$ cat src/rtl/ahb_capture_slave_if.sv
// AHB-Lite bus bundle between the MSS fabric master port and the pixel capture slave.
// HREADYIN is the interconnect's view of bus readiness; HREADYOUT is this slave's own ready.
interface ahb_capture_slave_if;
    logic        HSEL;
    logic [3:0]  HADDR;
    logic [1:0]  HTRANS;
    logic        HWRITE;
    logic [2:0]  HSIZE;
    logic [31:0] HWDATA;
    logic        HREADYIN;
    logic        HREADYOUT;
    logic        HRESP;
    logic [31:0] HRDATA;

    modport slave (
        input  HSEL, HADDR, HTRANS, HWRITE, HSIZE, HWDATA, HREADYIN,
        output HREADYOUT, HRESP, HRDATA
    );

    modport master (
        output HSEL, HADDR, HTRANS, HWRITE, HSIZE, HWDATA, HREADYIN,
        input  HREADYOUT, HRESP, HRDATA
    );
endinterface

$ cat src/rtl/ahb_capture_slave.sv
// AHB-Lite slave that packs an 8-bit pixel stream into 32-bit words, buffers them in a FIFO
// and lets firmware drain them through CTRL/STATUS/DATA/LINES registers, with a level IRQ.
module ahb_capture_slave #(
    parameter int FIFO_DEPTH = 16,
    parameter int WAIT_MAX   = 15,
    parameter int IRQ_LEVEL  = 8
) (
    input  logic                      FAB_CLK,
    input  logic                      FAB_RESET,
    ahb_capture_slave_if.slave        ahb,
    input  logic                      PIX_VALID,
    input  logic [7:0]                PIX_DATA,
    input  logic                      PIX_EOL,
    output logic                      IRQ
);

    localparam int AW = $clog2(FIFO_DEPTH);
    localparam int WW = $clog2(WAIT_MAX + 1);
    localparam logic [AW:0]    DEPTH_C   = FIFO_DEPTH[AW:0];
    localparam logic [WW-1:0]  WAIT_LAST = WW'(WAIT_MAX - 1);
    localparam logic [8:0]     IRQ_THR   = 9'(IRQ_LEVEL);

    localparam logic [1:0] A_CTRL   = 2'd0;
    localparam logic [1:0] A_STATUS = 2'd1;
    localparam logic [1:0] A_DATA   = 2'd2;
    localparam logic [1:0] A_LINES  = 2'd3;

    typedef enum logic [2:0] {S_IDLE, S_DATA, S_WAIT, S_ERR1, S_ERR2} state_t;

    state_t          r_state, w_next;
    logic [1:0]      r_addr;
    logic            r_write;
    logic [WW-1:0]   r_wait;
    logic            r_en, r_clr, r_ovf, r_irq;
    logic [15:0]     r_lines;
    logic [31:0]     r_pack;
    logic [1:0]      r_idx;
    logic [31:0]     r_mem [FIFO_DEPTH];
    logic [AW-1:0]   r_wr_ptr, r_rd_ptr;
    logic [AW:0]     r_count;

    logic            w_accept, w_size_ok, w_hready, w_hresp, w_pop, w_reg_wr;
    logic            w_empty, w_full, w_pix, w_push_req, w_push, w_drop;
    logic [8:0]      w_level;
    logic [31:0]     w_word, w_rdata;
    logic            w_unused_bits;

    assign w_accept   = ahb.HSEL & ahb.HTRANS[1] & ahb.HREADYIN;
    assign w_size_ok  = (ahb.HSIZE == 3'b010);
    assign w_empty    = (r_count == '0);
    assign w_full     = (r_count == DEPTH_C);
    assign w_level    = 9'(r_count);
    assign w_unused_bits = ^{ahb.HADDR[1:0], ahb.HTRANS[0], ahb.HWDATA[31:3], w_level[8]};

    // Data-phase FSM: decides ready/response and whether this cycle pops or writes a register.
    always_comb begin
        w_next   = r_state;
        w_hready = 1'b1;
        w_hresp  = 1'b0;
        w_pop    = 1'b0;
        w_reg_wr = 1'b0;
        case (r_state)
            S_DATA: begin
                if (r_write) begin
                    w_reg_wr = 1'b1;
                end else if (r_addr == A_DATA) begin
                    if (w_empty) begin
                        w_hready = 1'b0;
                        w_next   = (WAIT_MAX <= 1) ? S_ERR1 : S_WAIT;
                    end else begin
                        w_pop = 1'b1;
                    end
                end
            end
            S_WAIT: begin
                if (!w_empty) begin
                    w_pop = 1'b1;
                end else begin
                    w_hready = 1'b0;
                    if (r_wait == WAIT_LAST) w_next = S_ERR1;
                end
            end
            S_ERR1: begin
                w_hready = 1'b0;
                w_hresp  = 1'b1;
                w_next   = S_ERR2;
            end
            S_ERR2:  w_hresp = 1'b1;
            default: ;
        endcase
        // A completing data phase overlaps the next address phase.
        if (w_hready) w_next = w_accept ? (w_size_ok ? S_DATA : S_ERR1) : S_IDLE;
    end

    // NOTE: every sequential process uses <= so all registers update from the same pre-edge values.
    always_ff @(posedge FAB_CLK or posedge FAB_RESET) begin
        if (FAB_RESET) begin
            r_state <= S_IDLE;
            r_addr  <= '0;
            r_write <= 1'b0;
            r_wait  <= '0;
        end else begin
            r_state <= w_next;
            if (w_hready && w_accept) begin
                r_addr  <= ahb.HADDR[3:2];
                r_write <= ahb.HWRITE;
            end
            if (r_state == S_DATA)      r_wait <= WW'(1);
            else if (r_state == S_WAIT) r_wait <= r_wait + 1'b1;
        end
    end

    always_ff @(posedge FAB_CLK or posedge FAB_RESET) begin
        if (FAB_RESET) begin
            r_en  <= 1'b0;
            r_clr <= 1'b0;
            r_irq <= 1'b0;
        end else begin
            r_clr <= w_reg_wr && (r_addr == A_CTRL) && ahb.HWDATA[1];
            if (w_reg_wr && (r_addr == A_CTRL)) r_en <= ahb.HWDATA[0];
            r_irq <= r_en & ((w_level >= IRQ_THR) | r_ovf);
        end
    end

    // Pixel packer: byte n lands in bits [8n+7:8n]; a full word or EOL pushes.
    assign w_pix      = PIX_VALID & r_en;
    assign w_push_req = w_pix & (PIX_EOL | (r_idx == 2'd3));
    assign w_push     = w_push_req & (~w_full | w_pop) & ~r_clr;
    assign w_drop     = w_push_req & w_full & ~w_pop;

    always_comb begin
        w_word = r_pack;
        case (r_idx)
            2'd0: w_word[7:0]   = PIX_DATA;
            2'd1: w_word[15:8]  = PIX_DATA;
            2'd2: w_word[23:16] = PIX_DATA;
            2'd3: w_word[31:24] = PIX_DATA;
        endcase
    end

    always_ff @(posedge FAB_CLK or posedge FAB_RESET) begin
        if (FAB_RESET) begin
            r_pack  <= '0;
            r_idx   <= '0;
            r_lines <= '0;
            r_ovf   <= 1'b0;
        end else if (r_clr) begin
            r_pack  <= '0;
            r_idx   <= '0;
            r_lines <= '0;
            r_ovf   <= 1'b0;
        end else begin
            if (w_pix) begin
                if (w_push_req) begin
                    r_pack <= '0;
                    r_idx  <= '0;
                end else begin
                    r_pack <= w_word;
                    r_idx  <= r_idx + 1'b1;
                end
                if (PIX_EOL) r_lines <= r_lines + 1'b1;
            end
            if (w_drop)
                r_ovf <= 1'b1;
            else if (w_reg_wr && (r_addr == A_STATUS) && ahb.HWDATA[2])
                r_ovf <= 1'b0;
        end
    end

    always_ff @(posedge FAB_CLK or posedge FAB_RESET) begin
        if (FAB_RESET) begin
            r_wr_ptr <= '0;
            r_rd_ptr <= '0;
            r_count  <= '0;
        end else if (r_clr) begin
            r_wr_ptr <= '0;
            r_rd_ptr <= '0;
            r_count  <= '0;
        end else begin
            if (w_push) r_wr_ptr <= r_wr_ptr + 1'b1;
            if (w_pop)  r_rd_ptr <= r_rd_ptr + 1'b1;
            case ({w_push, w_pop})
                2'b10:   r_count <= r_count + 1'b1;
                2'b01:   r_count <= r_count - 1'b1;
                default: ;
            endcase
        end
    end

    // NOTE: the storage array has no reset; the pointers and count alone define what is valid.
    always_ff @(posedge FAB_CLK) begin
        if (w_push) r_mem[r_wr_ptr] <= w_word;
    end

    always_comb begin
        w_rdata = '0;
        if (((r_state == S_DATA) || (r_state == S_WAIT)) && !r_write) begin
            case (r_addr)
                A_CTRL:   w_rdata = {31'b0, r_en};
                A_STATUS: w_rdata = {16'b0, w_level[7:0], 5'b0, r_ovf, w_full, w_empty};
                A_DATA:   if (!w_empty) w_rdata = r_mem[r_rd_ptr];
                A_LINES:  w_rdata = {16'b0, r_lines};
            endcase
        end
    end

    assign ahb.HREADYOUT = w_hready;
    assign ahb.HRESP     = w_hresp;
    assign ahb.HRDATA    = w_rdata;
    assign IRQ           = r_irq;

endmodule

$ cat src/flat_wrapper.sv
// flat-port wrapper written by rule: the top's interface ports become plain ports
module ahb_capture_slave_flat 
#(
    parameter int FIFO_DEPTH = 16,
    parameter int WAIT_MAX   = 15,
    parameter int IRQ_LEVEL  = 8
)
  (FAB_CLK, FAB_RESET, PIX_VALID, PIX_DATA, PIX_EOL, IRQ, ahb_HSEL, ahb_HADDR, ahb_HTRANS, ahb_HWRITE, ahb_HSIZE, ahb_HWDATA, ahb_HREADYIN, ahb_HREADYOUT, ahb_HRESP, ahb_HRDATA);
  ahb_capture_slave_if ahb_i ();
  input  logic FAB_CLK;
  input  logic FAB_RESET;
  input  logic PIX_VALID;
  input  logic [7:0] PIX_DATA;
  input  logic PIX_EOL;
  output logic IRQ;
  input wire logic [$bits(ahb_i.HSEL)-1:0] ahb_HSEL;
  input wire logic [$bits(ahb_i.HADDR)-1:0] ahb_HADDR;
  input wire logic [$bits(ahb_i.HTRANS)-1:0] ahb_HTRANS;
  input wire logic [$bits(ahb_i.HWRITE)-1:0] ahb_HWRITE;
  input wire logic [$bits(ahb_i.HSIZE)-1:0] ahb_HSIZE;
  input wire logic [$bits(ahb_i.HWDATA)-1:0] ahb_HWDATA;
  input wire logic [$bits(ahb_i.HREADYIN)-1:0] ahb_HREADYIN;
  output wire logic [$bits(ahb_i.HREADYOUT)-1:0] ahb_HREADYOUT;
  output wire logic [$bits(ahb_i.HRESP)-1:0] ahb_HRESP;
  output wire logic [$bits(ahb_i.HRDATA)-1:0] ahb_HRDATA;
  assign ahb_i.HSEL = ahb_HSEL;
  assign ahb_i.HADDR = ahb_HADDR;
  assign ahb_i.HTRANS = ahb_HTRANS;
  assign ahb_i.HWRITE = ahb_HWRITE;
  assign ahb_i.HSIZE = ahb_HSIZE;
  assign ahb_i.HWDATA = ahb_HWDATA;
  assign ahb_i.HREADYIN = ahb_HREADYIN;
  assign ahb_HREADYOUT = ahb_i.HREADYOUT;
  assign ahb_HRESP = ahb_i.HRESP;
  assign ahb_HRDATA = ahb_i.HRDATA;
  ahb_capture_slave #(.FIFO_DEPTH(FIFO_DEPTH), .WAIT_MAX(WAIT_MAX), .IRQ_LEVEL(IRQ_LEVEL)) u_core (.FAB_CLK(FAB_CLK), .FAB_RESET(FAB_RESET), .ahb(ahb_i), .PIX_VALID(PIX_VALID), .PIX_DATA(PIX_DATA), .PIX_EOL(PIX_EOL), .IRQ(IRQ));
endmodule
$ cat config.mk
export PLATFORM = sky130hd
export DESIGN_NAME = ahb_capture_slave_flat
export DESIGN_NICKNAME = d
export VERILOG_FILES = /design/src/rtl/ahb_capture_slave_if.sv /design/src/rtl/ahb_capture_slave.sv /design/src/flat_wrapper.sv
export SDC_FILE = /design/constraint.sdc
export NUM_CORES = 1
export LEC_CHECK = 0
export BUFFER_PORTS_ARGS = -buffer_cell sky130_fd_sc_hd__clkbuf_2
export CAP_MARGIN = 25
export CORE_MARGIN = 3
export CORE_UTILIZATION = 35
export DETAILED_ROUTE_END_ITERATION = 8
export HOLD_SLACK_MARGIN = 0.08
export PLACE_DENSITY = 0.55
export SLEW_MARGIN = 25
export SYNTH_ARGS = -nofsm -noshare
export SYNTH_HDL_FRONTEND = slang
export SYNTH_SLANG_ARGS = --single-unit
$ cat constraint.sdc
create_clock -name FAB_CLK -period 6.32 [get_ports FAB_CLK]
set_input_delay 1.264 -clock FAB_CLK [delete_from_list [all_inputs] [get_ports FAB_CLK]]
set_output_delay 1.264 -clock FAB_CLK [all_outputs]
set_load 0.1 [all_outputs]
==> summary.md, run 1 <==
| Metric | Value |
|---|---|
| Number of global-route vias before repair | `12760` |
| Pre-antenna DRT Iters | `5` |
| Psw | `3173 uW` |
| FMAX | `202.7 MHz` |
| Resized cells post-CTS | `0` |
| Outcome | `complete, no violations` |
| Worst Hold Class | `flip-flop to flip-flop` |
| Clk root buf | `clkbuf_16` |
| Vias | `12310` |
| Max Cap Viol | `0` |
| Setup TNS Final | `0 ns` |
| Ports | `91` |
| I/O Buffers | `58` |
| Final period utilization | `0.7807` |
| CTS Hold Bufs | `0` |
| GRT Total Usage | `0.1632` |
| Worst r2r src | `u_core.r_addr[1]` |
| Crit path largest cell delay | `0.95 ns` |
| VDD IR max | `243.0 uV` |
| Pint | `7629 uW` |
| Setup bufs post-CTS | `0` |
| Arr. time, crit path | `3.67 ns` |
| Library cells used by synthesis | `64` |
| Placed Cells | `2129` |
| Die width | `266.8 um` |
| Detailed router's first-iteration violation count | `1163` |
| Post-layout total power | `10800 uW` |
| Layout net count | `1398` |
| Hold Path Origin | `u_core.r_pack[4]` |
| Crit Path Class | `flip-flop to output pin` |
| Req. time, crit path | `5.06 ns` |
| Final core utilization | `0.4125` |
| CP top delay family | `flip-flops` |
| Initial Util | `0.3577` |
| Fin. max-slew vios | `0` |
| # clock sinks | `589` |
| Syn Area/Cell | `19.29 sq um` |
| RSZ-0062 raised after global routing | `false` |
| Synth Warn # | `0` |
| CTS HTree Levels | `2` |
| Crit path capture type | `output pin` |
| Clock power frac | `0.324` |
| Sequential share of power | `0.455` |
| Top FF cell, synth | `edfxtp_1` |
| Clock-pin slew on the worst setup and hold paths | `0.07 ns` |
| Die Y | `266.8 um` |
| Final setup violation count | `0` |
| Sw Share | `0.2937` |
| Worst-margin pin slew | `0.9526 ns` |
| Fraction of registers with async set/reset | `0.1307` |
| Die area | `71190 sq um` |
| CP startpoint | `u_core.r_rd_ptr[0]` |
| Skew final | `0.03845 ns` |
| Critical-path maximum fanout | `42` |
| CTS Buf Count | `59` |
| Remaining antenna violation count | `0` |
| Antenna Cells | `0` |
| Mean routed wirelength per cell | `25.75 um` |
| Seq/Total Area, Yosys | `0.7267` |
| Nets in the synthesized netlist | `1305` |
| Synthesis-to-layout area growth | `15.34%` |
| Leak | `0.009208 uW` |
| Clk Latency, worst-skew pair | `0.65 ns` |
| Netlist Area Pre-Place | `23810 sq um` |
| Gate power share | `0.221` |
| Minimum clock period | `4.934 ns` |
| CP Launch Type | `flip-flop` |
| Via density per instance | `5.496` |
| Final Hold Vio Count | `0` |
| Largest net degree at the start of global routing | `47` |
| Rows | `94` |
| Total power per unit cell area | `393.4 nW/um^2` |
| CP bufs+invs | `2` |
| Synth Register Bits | `589` |
| Synthesized instance count | `1234` |
| Initial antenna violation count | `0` |
| TritonCTS clock tree | `built` |
| Post-route insts no fill | `2240` |
| Slew Limit Headroom | `0.3634` |
| Number of flops mapped to enable cells by yosys | `512` |
| Critical Path, Cell by Cell | `buf_12 > mux4_2 > mux2i_1 > o22a_1 > o21ai_0 > clkbuf_2` |
| RePlAce Congestion | `0.7309` |
| Layout cell share with drive strength beyond 1 | `0.2936` |
| Clock Tree Buf Depth | `3` |
| DP Wirelength | `33.22 mm` |
| DRC errors left | `0` |
| Area of the core | `66570 sq um` |
| Drt total wl | `57.68 mm` |
| First-pass GRT wire length | `85.40 mm` |
| Remaining Overflow, GRT | `0` |
| CP max-delay cell | `dfrtp_4` |
-- kinds of logic after synthesis --
family,share of synthesized area
fa+ha+maj,0.007883
compound gates,0.04956
simple gates,0.03631
mux,0.1569
flops,0.7267
buf+inv,0.01713
xor+xnor,0.005518
-- sequential cells by signal, indices dropped and copies added (netlist names), 3 cells and up --
register,cells
u_core.r_wait,4
u_core.r_pack,32
u_core.r_mem,512
u_core.r_wr_ptr,4
u_core.r_rd_ptr,4
u_core.r_lines,16
u_core.r_count,5
u_core.r_state,3
-- synthesized netlist by cell type, drive strengths merged (3+ instances only) --
master	number	area (sq um)
nor2	39	146.4
a21oi	24	120.1
nor4	10	68.81
nor4bb	3	30.03
nor3b	4	35.03
nor2b	8	50.05
mux2	40	450.4
nand4	5	31.28
nor3	19	95.09
or3	7	43.79
dfrtp	77	1927
a32o	33	330.3
nor4b	5	58.80
nand2	29	108.9
o21ai	20	100.1
o22a	8	70.07
nand3	11	55.05
a211oi	3	22.52
o22ai	40	250.2
ha	15	187.7
mux4	129	2905
mux2i	38	380.4
xnor2	7	61.31
or4	3	26.27
edfxtp	512	15370
buf	37	197.7
o31ai	4	35.03
and2	3	18.77
xor2	8	70.07
clkbuf	38	142.6
a21o	10	75.07
inv	18	67.56
-- layout make-up --
class                   instances  area (sq um)
clock inverters                36         350.3
clock buffers                  74          1595
multi-input cells             552          6236
flip-flops and latches        589         17310
inverters                      18         68.82
well taps                     864          1081
repair buffers                107         820.8
fillers                      5953         39110
-- per-layer routing --
metal / vias to the layer above / part of all wire / global-route usage
met1: 6626 / 0.46 / 0.2321
met5: - / 0 / 0
met4: 0 / 0.020 / 0.04416
met3: 82 / 0.050 / 0.02636
met2: 324 / 0.47 / 0.2623
li1: 5279 / - / -
-- metrics by stage --
step	cell area (sq um)	setup WS [ns]	hold slack, ns
floorplan	23810	0.7159	0.4619
global placement	25360	1.980	0.4688
detailed placement	25490	1.954	0.4771
CTS	27430	1.312	0.4905
global route	27460	1.197	0.4966
finish	27460	1.386	0.4874
-- final timing paths --
path | end | depth (start not counted) | slack [ns]
hold reg to reg | u_core.r_pack[4] | 1 | 0.49
max in group asynchronous | u_core.r_pack[15] | 4 | 4.95
setup reg to reg | u_core.r_mem[14][5] | 6 | 2.33
min in group asynchronous | u_core.r_count[2] | 3 | 0.74
hold / removal | u_core.r_pack[4] | 1 | 0.49
setup / recovery | ahb_HRDATA[10] | 6 | 1.39
-- power groups by stage --
| stage | clock network [uW] | logic (uW) | registers (uW) |
|---|---|---|---|
| finish | 3500 | 2390 | 4910 |
| global route | 3730 | 2590 | 4950 |
| CTS | 3580 | 2420 | 4920 |
| detailed placement | 0 | 2420 | 5000 |
| global placement | 0 | 2370 | 4990 |
| floorplan | 0 | 1900 | 4820 |
-- cells in the final DEF (no fill, tap or decap), types with 7 or more instances in the layout --
cell type and n:
ha_1 15, nand3_1 11, o22a_1 8, buf_4 39
clkbuf_2 58, nor2_1 31, clkinv_2 14, a32o_1 33
nand2_1 29, mux2i_1 38, clkbuf_1 11, mux2_2 39
inv_1 16, or3_1 7, xor2_1 8, clkbuf_16 61
nor3_1 19, dfrtp_1 73, o22ai_1 40, clkinv_1 7
nor4_2 7, a21o_1 10, edfxtp_1 512, mux4_2 129
xnor2_1 7, nor2b_1 8, o21ai_0 19, a21oi_1 23
-- worst reg2reg max path: cells and delay by family (launching register included) --
kind / cells / cell delay [ns]
simple gates: 3 / 2.10
buf+inv: 2 / 0.74
flops: 1 / 0.68
compound gates: 1 / 0.15
Note: power is estimated with default switching activity, not from simulation.
==> run 2: changes to the inputs <==
Settings changed: PLACE_DENSITY 0.55 to 0.57.
Clock period 6.32 ns to 4.2 ns, I/O delays scaled along.
==> run 2 against run 1 <==
First-iteration DRC count decreased by 5.4%; design area grew 1.5%; global-route usage fell by 0.28 points; count of clock-buffer cells in the layout is 9 higher; final cell count about the same; clock skew is 0.00059 ns higher; setup slack worse by 1.2 ns; wire length fell by 1.5%; sequential share of layout area is 0.92 points lower; clock power is 52% higher; combinational power increased by 59%; critical endpoint is now ahb_HRDATA[5]; largest power group unchanged; highest routed layer unchanged.
==> summary.md, run 2 (synthesis results as in run 1) <==
| Metric | Value |
|---|---|
| Global routing usage on met2 | `0.2654` |
| Minimum clock period | `4.019 ns` |
| Commonest non-fill, non-tap cell in the layout | `edfxtp_1` |
| DP Wirelength | `30.59 mm` |
| Arr. time, crit path | `3.18 ns` |
| Total power per unit cell area | `588.7 nW/um^2` |
| Fillcell total | `5836` |
| Design area | `27870 sq um` |
| Final Hold Vio Count | `0` |
| I/O Buffers | `58` |
| CP max-delay cell | `nor4b_4` |
| Layout net count | `1399` |
| GRT Total Usage | `0.1604` |
| CP Launch Type | `flip-flop` |
| Outcome | `complete, no violations` |
| Worst Hold Class | `input port to async pin` |
| VDD IR max | `371.7 uV` |
| Placed Area | `25860 sq um` |
| Pre-antenna DRT Iters | `5` |
| Most frequent cells in the layout | `512 x edfxtp_1, 129 x mux4_2, 72 x dfrtp_1` |
| Setup bufs post-CTS | `0` |
| Crit path capture type | `output pin` |
| Biggest register | `u_core.r_mem` |
| # clock sinks | `589` |
| Detailed router's first-iteration violation count | `1100` |
| CTS Buf Count | `57` |
| First-pass GRT wire length | `84.37 mm` |
| Req. time, crit path | `3.36 ns` |
| Die width | `266.8 um` |
| Placed Cells | `2132` |
| Vias | `12170` |
| CP top delay family | `compound AO/OA/AOI/OAI gates` |
| Die area | `71190 sq um` |
| CTS Hold Bufs | `0` |
| Rows | `94` |
| Initial antenna violation count | `1` |
| Resized cells post-CTS | `0` |
| Largest register FFs | `512` |
| RSZ-0062 raised after global routing | `false` |
| Crit Path Class | `flip-flop to output pin` |
| Top flop regs | `u_core.r_mem x512, u_core.r_pack x32, u_core.r_lines x16` |
| Die Y | `266.8 um` |
| TritonCTS clock tree | `built` |
| Remaining antenna violation count | `0` |
| Clk Latency, worst-skew pair | `0.63 ns` |
| Ports | `91` |
| FMAX | `248.8 MHz` |
| Clock-pin slew on the worst setup and hold paths | `0.07 ns` |
| Via density per instance | `5.430` |
| Number of global-route vias before repair | `12700` |
| Clk root buf | `clkbuf_16` |
| Mean routed wirelength per cell | `25.33 um` |
| Setup TNS Final | `0 ns` |
| Clock Tree Buf Depth | `3` |
| Fin. max-slew vios | `0` |
| Layout cell share with drive strength beyond 1 | `0.3057` |
| Remaining Overflow, GRT | `0` |
| GR Util met3 | `0.02710` |
| Initial Util | `0.3577` |
| DRC errors left | `0` |
| Drt total wl | `56.80 mm` |
| Synthesis-to-layout area growth | `17.05%` |
| Critical Path, Cell by Cell | `nor4b_4 > o2111ai_2 > buf_4 > o22ai_1 > a21o_1 > clkbuf_2` |
| Pre-CTS WS | `0.5008 ns` |
| Worst-margin pin slew | `0.7133 ns` |
| Worst Setup Slack, final | `0.1812 ns` |
| Final core utilization | `0.4186` |
| Crit path largest cell delay | `0.59 ns` |
| Area of the core | `66570 sq um` |
| RePlAce Congestion | `0.7604` |
| CP bufs+invs | `2` |
| Slew Limit Headroom | `0.5244` |
| Critical-path maximum fanout | `15` |
| Skew final | `0.03904 ns` |
| Largest net degree at the start of global routing | `52` |
| Max Cap Viol | `0` |
| CTS HTree Levels | `2` |
| Final setup violation count | `0` |
| Final period utilization | `0.9569` |
| Grt peak-use layer | `met2` |
| Global-route met1 utilization | `0.2238` |
| Post-route insts no fill | `2242` |
| Leak | `0.009285 uW` |
-- run 2: cell types whose count changed in the layout (fill, tap and decap cells not counted), moves of 4 or more --
cell and delta:
clkbuf_8 +8, buf_16 -4, buf_12 +23, clkinv_2 -6, clkbuf_1 +4, nor3_2 +15, nor3_1 -15, clkbuf_2 -18
-- run 2: stage by stage --
step | power [uW] | hold WS (ns)
floorplan | 10150 | 0.4619
global placement | 11150 | 0.4686
detailed placement | 11250 | 0.4769
finish | 16410 | 0.3368
CTS | 16580 | 0.4065
global route | 17120 | 0.3679
-- run 2: report_power, final --
| group | switching [uW] | total, uW | internal (uW) |
|---|---|---|---|
| clock | 2220 | 5320 | 3100 |
| sequential | 287 | 7280 | 6990 |
| combinational | 2200 | 3810 | 1610 |
-- run 2: layer usage --
metal,share of wire,up-vias
met3,0.048,63
met5,0,-
met1,0.45,6542
met4,0.016,0
li1,-,5287
met2,0.49,282
-- run 2: worst register-to-register path, stage by stage, from the launching register on --
cell	delay [ns]
dfrtp_1	0.48
nor4b_4	0.59
a21oi_1	0.28
nor2_1	0.24
ha_1	0.36
xor2_1	0.19
ha_1	0.16
a21oi_1	0.07
or4bb_1	0.49
a31oi_1	0.21
mux2_2	0.35
-- run 2: final cells by class --
cell class                 instances  area, sq um  share of cell area
sequential                       589        17310              0.6212
multi-input combinational        552         6330              0.2271
clock buffer                      83         1645             0.05904
timing repair buffer             110         1097             0.03937
tap                              864         1081             0.03879
clock inverter                    25        331.6             0.01190
inverter                          18        70.07            0.002514
antenna                            1        2.502          0.00008979
-- run 2: worst paths after layout --
kind	startpoint	slack, ns	endpoint	cells after the start
max in group asynchronous	FAB_RESET	3.01	u_core.r_pack[19]	3
min in group FAB_CLK	ahb_HWDATA[1]	0.46	u_core.r_clr	2
worst min register to register	u_core.r_pack[15]	0.49	u_core.r_pack[15]	1
worst max-delay path	u_core.r_addr[0]	0.18	ahb_HRDATA[5]	6
worst max register to register	u_core.r_addr[0]	0.66	u_core.r_count[4]	10
worst min-delay path	FAB_RESET	0.34	u_core.r_lines[8]	2
==> run 3: changes to the inputs <==
Settings changed: PLACE_DENSITY 0.57 to 0.55.
Clock period 4.2 ns to 4.46 ns, I/O delays scaled along.
==> run 3 against run 2 <==
Flip-flop and latch count unchanged; combinational power decreased by 7.9%; design area decreased by 0.71%; worst hold slack improved by 0.054 ns; final cell count about the same; clock skew decreased by 0.011 ns; non-clock buffer count decreased by 2; sequential power decreased by 4.5%; die area unchanged; utilization decreased by 0.30 points.
==> summary.md, run 3 (synthesis results as in run 1) <==
| Metric | Value |
|---|---|
| Outcome | `complete, no violations` |
| Post-route insts no fill | `2240` |
| Largest register FFs | `512` |
| First-pass GRT wire length | `82.63 mm` |
| Number of global-route vias before repair | `12700` |
| Sequential share of power | `0.454` |
| Hold WS | `0.3912 ns` |
| Slew Limit Headroom | `0.4436` |
| Psw | `4424 uW` |
| Antenna Cells | `0` |
| Fin. max-slew vios | `0` |
| Detailed router's first-iteration violation count | `994` |
| Crit Path Class | `flip-flop to output pin` |
| Fillcell total | `5918` |
| Largest net degree at the start of global routing | `46` |
| Gate power share | `0.230` |
| CTS HTree Levels | `2` |
| RePlAce Congestion | `0.7320` |
| Final core utilization | `0.4156` |
| Skew final | `0.02785 ns` |
| Clock-pin slew on the worst setup and hold paths | `0.06 ns` |
| Initial antenna violation count | `0` |
| Biggest register | `u_core.r_mem` |
| Critical-path maximum fanout | `42` |
| Ports | `91` |
| Rows | `94` |
| GR Util met3 | `0.02581` |
| Die Y | `266.8 um` |
| Leak | `0.009233 uW` |
| Synthesis-to-layout area growth | `16.21%` |
| Final Hold Vio Count | `0` |
| Vias | `12220` |
| Max Cap Viol | `0` |
| Die area | `71190 sq um` |
| Most frequent cells in the layout | `512 x edfxtp_1, 129 x mux4_2, 73 x dfrtp_1` |
| Clock power frac | `0.316` |
| Layout cell share with drive strength beyond 1 | `0.2914` |
| DRC errors left | `0` |
| Area of the core | `66570 sq um` |
| Global-route met1 utilization | `0.2258` |
| Initial Util | `0.3577` |
| Final period utilization | `0.9361` |
| Setup TNS Final | `0 ns` |
| Layout net count | `1399` |
| Minimum clock period | `4.175 ns` |
| # clock sinks | `589` |
| Final setup violation count | `0` |
| Via density per instance | `5.456` |
| TritonCTS clock tree | `built` |
| Remaining Overflow, GRT | `0` |
| Req. time, crit path | `3.57 ns` |
| Worst-margin pin slew | `0.8325 ns` |
| Commonest non-fill, non-tap cell in the layout | `edfxtp_1` |
| Arr. time, crit path | `3.28 ns` |
| Clock Tree Buf Depth | `3` |
| Worst Hold Class | `input port to async pin` |
| Placed Cells | `2130` |
| Grt peak-use layer | `met2` |
| CP Launch Type | `flip-flop` |
| VDD IR max | `354.0 uV` |
| CTS Buf Count | `59` |
| Setup bufs post-CTS | `0` |
| Pre-antenna DRT Iters | `5` |
| GRT Total Usage | `0.1574` |
| DP Wirelength | `31.61 mm` |
| CTS Hold Bufs | `0` |
| Pint | `10860 uW` |
| Global routing usage on met2 | `0.2520` |
| Die width | `266.8 um` |
| Crit path capture type | `output pin` |
| RSZ-0062 raised after global routing | `false` |
| Clk root buf | `clkbuf_16` |
| Top flop regs | `u_core.r_mem x512, u_core.r_pack x32, u_core.r_lines x16` |
| Sw Share | `0.2894` |
| Mean routed wirelength per cell | `24.79 um` |
| Total power per unit cell area | `552.5 nW/um^2` |
| Clk Latency, worst-skew pair | `0.63 ns` |
| FMAX | `239.5 MHz` |
| Drt total wl | `55.52 mm` |
| Remaining antenna violation count | `0` |
| I/O Buffers | `58` |
-- run 3: worst paths after layout --
check | start | end | slack, ns | depth (start not counted)
setup / recovery | u_core.r_rd_ptr[0] | ahb_HRDATA[27] | 0.28 | 6
hold reg to reg | u_core.r_pack[30] | u_core.r_pack[30] | 0.49 | 1
max in group asynchronous | FAB_RESET | u_core.r_pack[13] | 3.10 | 3
setup reg to reg | u_core.r_idx[0] | u_core.r_count[4] | 0.82 | 11
hold / removal | FAB_RESET | u_core.r_addr[1] | 0.39 | 2
min in group FAB_CLK | u_core.r_pack[30] | u_core.r_pack[30] | 0.49 | 1
-- run 3: area by class of cell --
cell class	instances	area [sq um]	area share
clock buffers	84	1650	0.05965
multi-input cells	552	6257	0.2261
clock inverters	25	249.0	0.008999
flip-flops and latches	589	17310	0.6256
inverters	18	68.82	0.002487
well taps	864	1081	0.03907
repair buffers	108	1054	0.03808
-- run 3: worst max-delay path, stage by stage (launching register included) --
cell and delay [ns]:
dfrtp_4 0.82, buf_12 0.28, buf_12 0.33, mux4_2 0.57
o22ai_1 0.23, nor3_1 0.16, buf_12 0.20
-- run 3: metal layers --
| layer | part of all wire | vias to the layer above |
|---|---|---|
| met5 | 0 | - |
| met4 | 0.018 | 0 |
| li1 | - | 5282 |
| met3 | 0.050 | 72 |
| met2 | 0.47 | 287 |
| met1 | 0.46 | 6581 |
-- run 3: timing repair --
action                                  CTS  global route
endpoints found under the setup margin    0             8
endpoints found under the hold margin     0             0
gates resized for setup                   0             1
-- run 3: power by group through the flow --
| stage | registers [uW] | clock network (uW) | logic [uW] |
|---|---|---|---|
| 6_report | 6950 | 4830 | 3510 |
| 5_1_grt | 7000 | 5160 | 3830 |
| 4_1_cts | 6960 | 4940 | 3560 |
| 3_5_place_dp | 7070 | 0 | 3550 |
| 3_3_place_gp | 7050 | 0 | 3500 |
| 2_1_floorplan | 6830 | 0 | 2700 |
-- run 3: stage by stage --
stage / total power [uW] / setup WS (ns) / area [sq um]
3_5_place_dp: 10620 / 0.6798 / 25740
4_1_cts: 15460 / 0.1311 / 27640
3_3_place_gp: 10550 / 0.7805 / 25740
2_1_floorplan: 9532 / -0.6763 / 23840
5_1_grt: 15980 / 0.03723 / 27670
6_report: 15290 / 0.2850 / 27670
